$ cat config.mk
export PLATFORM = sky130hd
export DESIGN_NAME = pipeline_hazard_ctrl
export DESIGN_NICKNAME = d
export VERILOG_FILES = /design/src/rtl/pipe_ctrl_pkg.sv /design/src/rtl/pipeline_hazard_ctrl_hazard_detect.sv /design/src/rtl/pipeline_hazard_ctrl.sv
export SDC_FILE = /design/constraint.sdc
export NUM_CORES = 1
export LEC_CHECK = 0
export ABC_AREA = 0
export BUFFER_PORTS_ARGS = -buffer_cell sky130_fd_sc_hd__clkbuf_2
export CORE_ASPECT_RATIO = 1.4
export CORE_UTILIZATION = 40
export CTS_CLUSTER_DIAMETER = 40
export DETAILED_ROUTE_END_ITERATION = 8
export HOLD_SLACK_MARGIN = 0.1
export MAX_ROUTING_LAYER = met4
export PLACE_DENSITY_LB_ADDON = 0.1
export SLEW_MARGIN = 20
export SYNTH_ARGS = -nofsm -noshare
export SYNTH_HDL_FRONTEND = slang
export SYNTH_SLANG_ARGS = --single-unit
$ cat constraint.sdc
create_clock -name clk -period 2 [get_ports clk]
set_input_delay 0.2 -clock clk [delete_from_list [all_inputs] [get_ports clk]]
set_output_delay 0.2 -clock clk [all_outputs]
set_load 0.01 [all_outputs]
$ cat src/rtl/pipe_ctrl_pkg.sv
// rtl/pipe_ctrl_pkg.sv - shared types and constants for the pipeline stall/flush controller
package pipe_ctrl_pkg;

    localparam int REG_ADDR_W = 5;
    localparam logic [REG_ADDR_W-1:0] ZERO_REG = '0;

    typedef enum logic {
        RUN    = 1'b0,
        MULDIV = 1'b1
    } ctrl_state_t;

    typedef struct packed {
        logic en;
        logic flush;
    } stage_ctrl_t;

    localparam stage_ctrl_t STG_ADVANCE = '{en: 1'b1, flush: 1'b0};
    localparam stage_ctrl_t STG_BUBBLE  = '{en: 1'b1, flush: 1'b1};
    localparam stage_ctrl_t STG_HOLD    = '{en: 1'b0, flush: 1'b0};

endpackage

$ cat src/rtl/pipeline_hazard_ctrl_hazard_detect.sv
// rtl/pipeline_hazard_ctrl_hazard_detect.sv - load-use hazard comparator
module hazard_detect
    import pipe_ctrl_pkg::*;
(
    input  logic [REG_ADDR_W-1:0] id_rs,
    input  logic [REG_ADDR_W-1:0] id_rt,
    input  logic                  id_uses_rs,
    input  logic                  id_uses_rt,
    input  logic                  ex_memread,
    input  logic [REG_ADDR_W-1:0] ex_rt,
    output logic                  load_use
);

    // A load into the zero register never produces a value worth waiting for.
    assign load_use = ex_memread && (ex_rt != ZERO_REG) &&
                      ((id_uses_rs && (id_rs == ex_rt)) ||
                       (id_uses_rt && (id_rt == ex_rt)));

endmodule

$ cat src/rtl/pipeline_hazard_ctrl.sv
// rtl/pipeline_hazard_ctrl.sv - central stall/flush controller for the 5-stage pipeline
module pipeline_hazard_ctrl
    import pipe_ctrl_pkg::*;
#(
    parameter int MULDIV_LAT = 4,
    parameter int CNT_W      = 32
) (
    input  logic                  clk,
    input  logic                  rst_n,
    input  logic [REG_ADDR_W-1:0] id_rs,
    input  logic [REG_ADDR_W-1:0] id_rt,
    input  logic                  id_uses_rs,
    input  logic                  id_uses_rt,
    input  logic                  id_jump,
    input  logic                  ex_memread,
    input  logic [REG_ADDR_W-1:0] ex_rt,
    input  logic                  ex_branch_taken,
    input  logic                  ex_muldiv_start,
    input  logic                  mem_req,
    input  logic                  mem_ready,
    output logic                  pc_en,
    output logic                  ifid_en,
    output logic                  ifid_flush,
    output logic                  idex_en,
    output logic                  idex_flush,
    output logic                  exmem_en,
    output logic                  exmem_flush,
    output logic                  memwb_en,
    output logic                  memwb_flush,
    output logic                  muldiv_busy,
    output logic                  muldiv_done,
    output logic [CNT_W-1:0]      stall_cycles,
    output logic [CNT_W-1:0]      flush_events
);

    localparam int CNT_BITS = ($clog2(MULDIV_LAT) > 3) ? $clog2(MULDIV_LAT) : 3;
    localparam logic [CNT_BITS-1:0] CNT_LOAD = CNT_BITS'(MULDIV_LAT - 1);

    ctrl_state_t         state, next_state;
    logic [CNT_BITS-1:0] cnt, next_cnt;
    stage_ctrl_t         ifid, idex, exmem, memwb;
    logic                load_use;
    logic                mem_wait;
    logic                flush_inc;

    hazard_detect u_hazard_detect (
        .id_rs      (id_rs),
        .id_rt      (id_rt),
        .id_uses_rs (id_uses_rs),
        .id_uses_rt (id_uses_rt),
        .ex_memread (ex_memread),
        .ex_rt      (ex_rt),
        .load_use   (load_use)
    );

    assign mem_wait = mem_req && !mem_ready;

    always_comb begin
        pc_en       = 1'b1;
        ifid        = STG_ADVANCE;
        idex        = STG_ADVANCE;
        exmem       = STG_ADVANCE;
        memwb       = STG_ADVANCE;
        muldiv_busy = (state == MULDIV);
        muldiv_done = 1'b0;
        next_state  = state;
        next_cnt    = cnt;
        flush_inc   = 1'b0;

        if (!rst_n) begin
            pc_en       = 1'b0;
            ifid        = STG_BUBBLE;
            idex        = STG_BUBBLE;
            exmem       = STG_BUBBLE;
            memwb       = STG_BUBBLE;
            muldiv_busy = 1'b0;
        end else if (mem_wait) begin
            // Whole pipe freezes, but the mul/div unit keeps computing.
            pc_en = 1'b0;
            ifid  = STG_HOLD;
            idex  = STG_HOLD;
            exmem = STG_HOLD;
            memwb = STG_HOLD;
            if (cnt != '0)
                next_cnt = cnt - 1'b1;
        end else if (state == MULDIV) begin
            if (cnt != '0) begin
                pc_en    = 1'b0;
                ifid     = STG_HOLD;
                idex     = STG_HOLD;
                exmem    = STG_BUBBLE;
                next_cnt = cnt - 1'b1;
            end else begin
                muldiv_done = 1'b1;
                next_state  = RUN;
            end
        end else if (ex_branch_taken) begin
            ifid      = STG_BUBBLE;
            idex      = STG_BUBBLE;
            flush_inc = 1'b1;
        end else if (ex_muldiv_start) begin
            pc_en      = 1'b0;
            ifid       = STG_HOLD;
            idex       = STG_HOLD;
            exmem      = STG_BUBBLE;
            next_cnt   = CNT_LOAD;
            next_state = MULDIV;
        end else if (load_use) begin
            pc_en = 1'b0;
            ifid  = STG_HOLD;
            idex  = STG_BUBBLE;
        end else if (id_jump) begin
            ifid      = STG_BUBBLE;
            flush_inc = 1'b1;
        end
    end

    always_ff @(posedge clk) begin
        if (!rst_n) begin
            state        <= RUN;
            cnt          <= '0;
            stall_cycles <= '0;
            flush_events <= '0;
        end else begin
            state <= next_state;
            cnt   <= next_cnt;
            if (!pc_en)
                stall_cycles <= stall_cycles + CNT_W'(1);
            if (flush_inc)
                flush_events <= flush_events + CNT_W'(1);
        end
    end

    assign ifid_en     = ifid.en;
    assign ifid_flush  = ifid.flush;
    assign idex_en     = idex.en;
    assign idex_flush  = idex.flush;
    assign exmem_en    = exmem.en;
    assign exmem_flush = exmem.flush;
    assign memwb_en    = memwb.en;
    assign memwb_flush = memwb.flush;

endmodule
* Word level (Yosys, flattened, before mapping)
Index checks and enable logic that the tools add are counted.
** Storage, ports and cells
- Flip-flop bits (word level) :: 68
- Input bits :: 25
** Operators by class
- Add/sub/neg operators :: 3
- Eq/ne operators :: 3
- Muxes and demuxes :: 49
- Reductions and logical operators :: 11
** Operator list (number)
- adder 32 x 1 -> 32 bit, second input constant :: 2
- two-way mux 2 bit :: 17
- two-way mux 1 bit :: 27
- two-way mux 3 bit :: 5
- == test 5 bit :: 2
- nonzero test 3 bit :: 2
- logical AND 1 bit :: 5
- nonzero test 5 bit :: 1
- != test 3 x 1 -> 1 bit, second input constant :: 1
- subtractor 3 x 1 -> 3 bit, second input constant :: 1
- AND reduction 2 bit :: 1
- zero test 1 bit :: 1
- logical OR 1 bit :: 1

* Logic depth before layout (Yosys ltp)
Gate-level depths: netlist of the first run.
- Depth in word-level cells :: 10
- Mapped depth :: 10
- Mapped depth without buffers :: 8

* By module
A second synthesis of the first run with hierarchy kept.
** Unflattened totals
- Cell total of the unflattened synthesis :: 443
- Area total of the unflattened synthesis :: 3609.7 µm²
** By module, submodules not included
- pipeline_hazard_ctrl :: instances 1, cells an instance 426, area each 3475.8 µm², sequential area each 1361.3 µm²
- hazard_detect :: instances 1, cells an instance 17, area each 133.9 µm², sequential area each 0.0 µm²

* Worst setup path after synthesis of the first run
No wires, ideal clock.
- Kind :: flip-flop to flip-flop
- Start point :: register stall_cycles[4]
- End point :: register stall_cycles[29]
- Library setup time :: 70 ps
- Data arrival time :: 2096 ps
- Data required time :: 1930 ps
- Path slack :: -166 ps
- Stages on the path, launching flop included :: 9
- Path buffers :: 2
- Cell sequence :: dfxtp_1 > nand3_1 > nor2_2 > nand3_1 > or3_1 > clkbuf_1 > buf_2 > or4_1 > a21oi_1
** On the way
- Longest elaborated chain between the ends :: 1
** Ends and longest elaborated chain
- from (decl) :: line pipeline_hazard_ctrl.sv:32 : output logic [CNT_W-1:0] stall_cycles,
- from (signal assigned) :: line pipeline_hazard_ctrl.sv:128 : stall_cycles <= stall_cycles + CNT_W'(1);
- adder 32 x 1 -> 32 bit :: line pipeline_hazard_ctrl.sv:128
Every way passes these cells.
A chain may end at the register's enable or synchronous reset.

* Worst setup path in the final report of the first run
- Start point :: register stall_cycles[0]
- End point :: register stall_cycles[24]
The elaborated chain is that of the path after synthesis.

==> flow_summary.rst, run 1 <==
.. list-table::
   :header-rows: 1

   * - Metric
     - Value
   * - Outcome
     - complete, but fails checks
   * - Violations in the final reports
     - negative setup slack
   * - Instance count of the mapped netlist
     - 436
   * - Area delta synth->final
     - 50.0%
   * - Clock tree sinks
     - 68
   * - Top cell by count, worst path
     - or4_1
   * - Yosys cell types
     - between 40 and 50
   * - Highest attainable clock frequency
     - between 400 and 500 MHz
   * - Mean instance size in the synthesized netlist
     - slightly above 8 µm²
   * - DRT antenna net count
     - 0
   * - Setup-failing EPs final
     - 1
   * - Cell chosen for the clock root
     - clkbuf_16
   * - Met2 wire length
     - ~5700 µm
   * - Most common library cell in the layout ignoring fill and taps
     - clkbuf_2
   * - Count of standard-cell rows
     - 40
   * - Cell area after layout
     - 0.00537 mm²
   * - Deepest level of the CTS H-tree
     - 3
   * - Share of power burned in registers
     - 42.8%
   * - Most used flip-flop cell after synthesis
     - dfxtp_1
   * - Vertical extent of the die
     - 114 µm
   * - Share of the yosys chip area belonging to registers
     - between 30% and 40%
   * - Psw
     - 0.842 mW
   * - Endpoint class of the critical path
     - flop
   * - Crit path launch type
     - flop
   * - Post-placement cell area
     - 0.00463 mm²
   * - Fraction of synthesized cell area in xor and xnor cells
     - 3.91%
   * - Setup tns final
     - -0.00189 ns
   * - TritonCTS clock tree
     - built
   * - Proportion of netlist area held by the largest area contributor
     - 38.0%
   * - CTS Buf Count
     - 9
   * - Starting DRT DRC Count
     - 148
   * - #FFs+latches synth
     - 68
   * - NumNets Final
     - 630
   * - Antenna violations before repair
     - 0
   * - Total met3 wirelength after detailed routing
     - 365 µm
   * - Share of layout cells above drive strength 1
     - between 40% and 50%
   * - CTS max path bufs
     - 2
   * - Area enclosed by the die boundary
     - 0.00934 mm²
   * - Combinational family with the most area after synthesis
     - simple AND/OR/NAND/NOR gates
   * - Largest net degree at the start of global routing
     - 30
   * - Average routed wire per standard cell
     - 15.0 µm
   * - Half-perimeter wire length after placement
     - 7080 µm
   * - Internal power
     - 2.43 mW
   * - Global-route usage over all layers
     - 22.7%
   * - Number of max-slew violations in the final report
     - 0
   * - Worst Hold Class
     - primary input to flop
   * - Cell type group with the largest total delay on the critical path
     - simple AND/OR/NAND/NOR gates
   * - Cell types occupying the most area after synthesis
     - dfxtp_1 38%, a21oi_1 7.1%, or4_1 6.1%, o31ai_1 5.5%, or3_1 4.0%
   * - Wire length on met1
     - 4450 µm
   * - Data arrival time of the critical path
     - about 2.3 ns
   * - Share of synthesized cell area in full adder, half adder and majority cells
     - 1.40%
   * - Number of buffer and inverter instances along the worst setup path
     - 1
   * - Part of the total power dissipated in the clock network
     - 45.5%
   * - Wire length of the first global-routing pass
     - 16100 µm
   * - Top Ports
     - 100
   * - Reg clk slew, reported paths
     - about 0.060 ns
   * - Post-synth ARST share
     - 0%
   * - RSZ-0062 raised after global routing
     - yes
   * - Minimum setup slack in the final design
     - -0.00189 ns
   * - DRC
     - 0
   * - Synth Area in Simple Gates
     - between 20% and 30%
   * - Buffers added on ports
     - 99
   * - Sequence of cells on the critical path
     - ha_4 -> nand2_2 -> or4_1 -> o22a_1 -> buf_6 -> or4_1 -> a21oi_1
   * - Clk_lat worst skew
     - 0.33 ns
   * - Cell accounting for the most synthesized area
     - dfxtp_1
   * - Cell at the slowest stage of the critical path
     - or4_1
   * - Hold Fails Final Rpt
     - 0
   * - Compound-cell area share of the yosys netlist
     - 23.0%
   * - Largest driver fanout on the critical path
     - 15
   * - Total vias in the final route
     - roughly 4000
   * - Final Routed Wirelength
     - 10700 µm
   * - Cell area after technology mapping
     - 0.00358 mm²
   * - Combinational share of power
     - a little under an eighth
   * - Classification of the worst setup path
     - flop to flop
   * - Worst-case headroom to the max-slew limit
     - 67.2%
   * - Net count after synthesis
     - about 470
   * - Minimum clock period
     - 2.00 ns
   * - Initial cell density of the core
     - 41.4%
   * - Die width
     - between 80 and 90 µm
   * - Most used cells in the layout excluding fill and tap cells
     - 99 x clkbuf_2, 69 x buf_4, 55 x dfxtp_1, 43 x a21oi_1, 30 x nand2_1
   * - Switching share of power
     - about a quarter
   * - Global-route congestion overflow total
     - 0
   * - Measured slew at the worst slew-check pin
     - 0.490 ns
   * - Peak supply drop
     - 625 µV
   * - GP Congestion
     - ~0.78
   * - Top Metal Used
     - met4
   * - Largest clock skew in the final design
     - 0.00554 ns
   * - Final Cycle Share
     - 100%
   * - Number of global-route vias before repair
     - 3598
   * - Per-cell via count in the routed design
     - 5.65
   * - Number of inserted diodes
     - 0
   * - Proportion of synthesized area in mux cells
     - 1.12%
   * - Cell area power density
     - 610 mW/mm²
   * - Leak
     - 2.05 nW
   * - Maximum Capacitance Violations
     - 0
   * - Core Footprint
     - 0.00866 mm²
   * - Fin util
     - 62.0%
   * - Total of warnings raised by yosys
     - 0
   * - Slowest Stage Delay on Critical Path
     - 0.51 ns
   * - Number of flops mapped to enable cells by yosys
     - 0
   * - First-pass iteration count of the detailed router
     - 4
   * - Required arrival time at the worst endpoint
     - 2.27 ns
[layout make-up]
type,instances,area [µm²]
sequential,68,1390
fill,790,3290
timing repair buffer,177,1180
inverter,17,63.8
clock buffer,10,239
clock inverter,6,38.8
tap,105,131
multi-input combinational,328,2320
[path summary, 6_finish.rpt]
kind / startpoint / end / slack (ns) / cells past startpoint
min: rst_n / stall_cycles[0]$_SDFFE_PN0N_ / 0.21 / 3
max reg2reg: stall_cycles[0]$_SDFFE_PN0N_ / stall_cycles[24]$_SDFFE_PN0N_ / -0.002 / 7
min reg2reg: stall_cycles[24]$_SDFFE_PN0N_ / stall_cycles[24]$_SDFFE_PN0N_ / 0.50 / 2
max: stall_cycles[0]$_SDFFE_PN0N_ / stall_cycles[24]$_SDFFE_PN0N_ / -0.002 / 7
[registers in the layout (all words and copies together) (netlist names)]
| register | cells |
|---|---|
| state | 1 |
| cnt | 3 |
| stall_cycles | 32 |
| flush_events | 32 |
[cells by family after synthesis]
| logic type | count (synthesis) |
|---|---|
| compound gates | 130 |
| xor+xnor | 16 |
| fa+ha+maj | 4 |
| buf+inv | 41 |
| flops | 68 |
| mux | 4 |
| simple gates | 173 |
[power groups by stage]
stage	Clock [mW]	Combinational [mW]	Sequential [mW]
2_1_floorplan	0	0.165	1.43
3_5_place_dp	0	0.323	1.42
3_3_place_gp	0	0.317	1.42
5_1_grt	1.58	0.420	1.40
6_report	1.49	0.383	1.40
4_1_cts	1.50	0.360	1.40
[per-layer routing]
metal  vias up  global-route usage [%]
met1      1942                    25.6
met3        10                    3.52
met2        81                    38.6
li1       1981                       -
met5         -                       -
met4         0                    9.94
[metrics by stage]
step	hold slack (ns)	worst slack [ns]	total power [mW]	cells
global route	0.237	-0.0544	3.40	711
global placement	0.476	-0.248	1.74	677
finish	0.207	-0.00189	3.27	711
detailed placement	0.489	-0.278	1.75	677
CTS	0.209	-0.0256	3.26	700
floorplan	0.349	0.00993	1.59	436
[tightest hold or removal path, cell delays in order]
cell	delay (ns)
clkbuf_2	0.11
inv_2	0.09
nor2_1	0.10
[cell usage after synthesis, drive strengths merged (11+ instances only)]
| master | instances |
|---|---|
| a21oi | 51 |
| clkbuf | 18 |
| dfxtp | 68 |
| inv | 17 |
| nand2 | 31 |
| nand3 | 20 |
| nand4 | 12 |
| nor2 | 17 |
| o21ai | 29 |
| o31ai | 26 |
| or3 | 23 |
| or4 | 29 |
| xor2 | 11 |
[timing repair]
| item | 4_1_cts | 5_1_grt |
|---|---|---|
| pin swaps | 8 | 21 |
| cloned | 2 | 2 |
| gates resized for setup | 20 | 45 |
| hold buffers | 0 | 0 |
| setup buffers | 5 | 9 |
| hold endpoints to repair | 0 | 0 |
| setup endpoints to repair | 27 | 51 |
Note: power is estimated with default switching activity, not from simulation.
==> run 2: changes to the inputs <==
--- a/config.mk
+++ b/config.mk
@@ -17,4 +17,5 @@
 export SLEW_MARGIN = 20
 export SYNTH_ARGS = -nofsm -noshare
 export SYNTH_HDL_FRONTEND = slang
+export SYNTH_HIERARCHICAL = 1
 export SYNTH_SLANG_ARGS = --single-unit
==> constraint.sdc (replaced) <==
create_clock -name clk -period 2.05 [get_ports clk]
set_input_delay 0.205 -clock clk [delete_from_list [all_inputs] [get_ports clk]]
set_output_delay 0.205 -clock clk [all_outputs]
set_load 0.01 [all_outputs]
==> run 2 against run 1 <==
Effect of this change:
- the run still ends with negative setup slack left
- non-clock buffer count is 9 lower
- area after synthesis is 0.80% higher
- worst setup slack worse by 0.17 ns
- synthesized cell count is 1.6% higher
- sequential power fell by 3%
- clock power increased by 5%
- critical path type is now primary input to flop
- largest cell class unchanged
- highest routed layer unchanged
==> flow_summary.rst, run 2 <==
.. list-table::
   :header-rows: 1

   * - Metric
     - Value
   * - Outcome
     - complete, but fails checks
   * - Violations in the final reports
     - negative setup slack
   * - Fill cell count
     - 766
   * - Number of instances on the worst hold path
     - 4
   * - Post-placement cell count
     - 680
   * - Most used cells in the layout excluding fill and tap cells
     - 90 x clkbuf_2, 68 x dfxtp_1, 57 x buf_4, 53 x nor2_1, 34 x nand2_1
   * - Area enclosed by the die boundary
     - 0.00941 mm²
   * - DRC
     - 0
   * - Net count after synthesis
     - 472
   * - GP Congestion
     - 0.821
   * - Endpoint with the worst hold slack
     - state$_SDFFE_PN0N_
   * - Endpoint class of the critical path
     - flop
   * - Final Routed Wirelength
     - 10500 µm
   * - Worst R2R Path Depth
     - 6
   * - Per-cell via count in the routed design
     - 5.32
   * - Largest net degree at the start of global routing
     - 44
   * - Peak supply drop
     - 507 µV
   * - Top flop regs
     - flush_events (32), stall_cycles (32), cnt (3)
   * - Die width
     - 82.3 µm
   * - Global-route usage over all layers
     - around a quarter
   * - Share of synthesized cell area in full adder, half adder and majority cells
     - 1.39%
   * - Met2 wire length
     - 5440 µm
   * - Ranking of synthesized cells by instance count
     - 68 x dfxtp_1, 53 x nor2_1, 36 x nand2_1, 34 x xnor2_1, 28 x nand3_1
   * - Buffers added on ports
     - 99
   * - Starting DRT DRC Count
     - 96
   * - Worst-case headroom to the max-slew limit
     - 52.0%
   * - Compound-cell area share of the yosys netlist
     - roughly a tenth
   * - Share of layout cells above drive strength 1
     - about two fifths
   * - Cell types occupying the most area after synthesis
     - dfxtp_1 38%, xnor2_1 8.2%, nor2_1 5.5%, nand3_1 3.9%, nand2_1 3.7%
   * - Data arrival time of the critical path
     - 2.49 ns
   * - Largest driver fanout on the critical path
     - 4
   * - Post-synth ARST share
     - 0%
   * - Wire length on met1
     - between 4000 and 5000 µm
   * - Cell area power density
     - 617 mW/mm²
   * - Top Ports
     - 100
   * - Highest attainable clock frequency
     - around 450 MHz
   * - Clk_lat worst skew
     - 0.33 ns
   * - Cell accounting for the most synthesized area
     - dfxtp_1
   * - Clock tree sinks
     - 68
   * - Largest clock skew in the final design
     - 0.00532 ns
   * - Wire length of the first global-routing pass
     - 16400 µm
   * - Mean instance size in the synthesized netlist
     - 8.15 µm²
   * - Minimum clock period
     - 2.23 ns
   * - Beginning of the worst hold path
     - mem_ready
   * - Number of flops mapped to enable cells by yosys
     - 0
   * - Origin of the worst setup path
     - ex_rt[2]
   * - Crit path launch type
     - primary input
   * - Vertical extent of the die
     - 114 µm
   * - Share of the yosys chip area belonging to registers
     - a little under two fifths
   * - Measured slew at the worst slew-check pin
     - 0.714 ns
   * - Cell area after technology mapping
     - 0.00361 mm²
   * - Number of global-route vias before repair
     - 3380
   * - First-pass iteration count of the detailed router
     - 4
   * - Top Metal Used
     - met4
   * - Antenna violations before repair
     - 0
   * - TritonCTS clock tree
     - built
   * - Count of standard-cell rows
     - 40
   * - Most used flip-flop cell after synthesis
     - dfxtp_1
   * - Setup tns final
     - -1.74 ns
   * - CTS Buf Count
     - 9
   * - Worst Hold Class
     - primary input to flop
   * - Number of max-slew violations in the final report
     - 0
   * - Half-perimeter wire length after placement
     - ~7300 µm
   * - Proportion of netlist area held by the largest area contributor
     - 37.7%
   * - FF-to-FF setup slack
     - approximately 0.020 ns
   * - #FFs+latches synth
     - 68
   * - Deepest level of the CTS H-tree
     - 3
   * - Yosys cell types
     - between 40 and 50
   * - Combinational family with the most area after synthesis
     - simple AND/OR/NAND/NOR gates
   * - Minimum setup slack in the final design
     - -0.177 ns
   * - Total met3 wirelength after detailed routing
     - approximately 450 µm
   * - Setup-failing EPs final
     - 27
   * - Most frequently used cell type in the post-synthesis netlist
     - dfxtp_1
   * - Initial cell density of the core
     - 41.7%
   * - Area delta synth->final
     - 52.1%
   * - Proportion of synthesized area in mux cells
     - 3.60%
   * - RSZ-0062 raised after global routing
     - yes
   * - Reg clk slew, reported paths
     - around 0.05 ns
   * - Required arrival time at the worst endpoint
     - 2.31 ns
   * - Leak
     - 2.32 nW
   * - Hold-fix buffers, CTS
     - 0
   * - Startpoint of the most critical register-to-register path
     - flush_events[0]$_SDFFE_PN0P_
   * - CTS max path bufs
     - 2
   * - Total vias in the final route
     - 3771
   * - DRT antenna net count
     - 0
   * - Number of inserted diodes
     - 0
   * - Instance count of the mapped netlist
     - about 440
   * - Cell chosen for the clock root
     - clkbuf_16
   * - Classification of the worst setup path
     - primary input to flop
   * - Non-filler instance count after layout
     - 709
   * - Most common library cell in the layout ignoring fill and taps
     - clkbuf_2
   * - Fraction of synthesized cell area in xor and xnor cells
     - 11.6%
   * - Global-route congestion overflow total
     - 0
   * - NumNets Final
     - around 630
   * - Total of warnings raised by yosys
     - 6
   * - Pre-CTS setup slack
     - -0.508 ns
   * - Hold Fails Final Rpt
     - 0
   * - Synth Area in Simple Gates
     - 31.1%
   * - Average routed wire per standard cell
     - about 15 µm
   * - Worst reg2reg endpoint
     - flush_events[26]$_SDFFE_PN0P_
   * - Maximum Capacitance Violations
     - 0
   * - Final Cycle Share
     - 109%
   * - Core Footprint
     - ~0.0087 mm²
[run 2: changes by cell type after synthesis, sizes merged, moves of 6 or more]
cell,delta
mux2i,+9
a21oi,-30
or4,-23
o21a,-7
nor2,+36
o21ai,-16
nand3,+8
xnor2,+29
nor3,+8
a211oi,+6
o31ai,-23
or3,-11
[run 2: stage by stage]
| step | util, % | cell area, µm² | hold slack (ns) | power (mW) |
|---|---|---|---|---|
| 2_1_floorplan | - | 3760 | 0.445 | 1.61 |
| 3_3_place_gp | 54.1 | 4690 | 0.453 | 1.74 |
| 3_5_place_dp | 54.1 | 4690 | 0.463 | 1.75 |
| 4_1_cts | 59.9 | 5190 | 0.354 | 3.38 |
| 5_1_grt | 63.4 | 5490 | 0.390 | 3.53 |
| 6_report | 63.4 | 5490 | 0.358 | 3.39 |
[run 2: logic make-up after synthesis]
logic type	after synthesis
AOI/OAI and AO/OA	59
muxes	13
adders and majority gates	4
buffers and inverters	36
and+or+nand+nor	215
DFF	68
xor gates and xnor gates	48
[run 2: repair_timing]
item,CTS,global route
buffers inserted,9,6
pin swaps,25,21
endpoints found under the hold margin,0,0
gates cloned,1,0
resized for setup,28,56
endpoints found under the setup margin,39,65
[run 2: how the worst max path moves through the flow]
| stage | endpoint | slack (ns) | cells past startpoint |
|---|---|---|---|
| 2_1_floorplan | flush_events[26]$_SDFFE_PN0P_ | -0.26 | 8 |
| 3_3_place_gp | flush_events[30]$_SDFFE_PN0P_ | -0.45 | 10 |
| 3_5_place_dp | stall_cycles[22]$_SDFFE_PN0N_ | -0.51 | 11 |
| 4_1_cts | ifid_flush | -0.19 | 11 |
| 5_1_grt | ifid_flush | -0.25 | 11 |
| 6_report | flush_events[30]$_SDFFE_PN0P_ | -0.18 | 10 |
[run 2: routing by layer]
| metal | vias up | track usage [%] |
|---|---|---|
| met5 | - | - |
| li1 | 1882 | - |
| met4 | 0 | 7.25 |
| met3 | 14 | 4.86 |
| met1 | 1781 | 26.8 |
| met2 | 94 | 40.3 |
[run 2: worst max-delay path: stages]
cell and delay (ns):
buf_6 0.09, or4_4 0.54, o21ai_4 0.16, a21oi_4 0.06
nor3b_2 0.22, buf_4 0.17, o2111ai_2 0.12, or3_1 0.38
or4_1 0.40, a21oi_1 0.13
[run 2: cell type report]
cell class	count	area, µm²	share of cell area [%]
Clock buffer	11	253	4.60
Clock inverter	5	50.0	0.911
Inverter	13	48.8	0.889
Multi-Input combinational cell	339	2500	45.6
Sequential cell	68	1360	24.8
Tap cell	105	131	2.39
Timing Repair Buffer	168	1140	20.8
[run 2: where the power goes]
| group | total [mW] | leakage (nW) | internal (mW) | switching, mW |
|---|---|---|---|---|
| Combinational | 0.465 | 1.62 | 0.217 | 0.247 |
| Sequential | 1.36 | 0.549 | 1.34 | 0.0147 |
| Clock | 1.57 | 0.155 | 0.998 | 0.568 |
| Total | 3.39 | 2.32 | 2.56 | 0.830 |
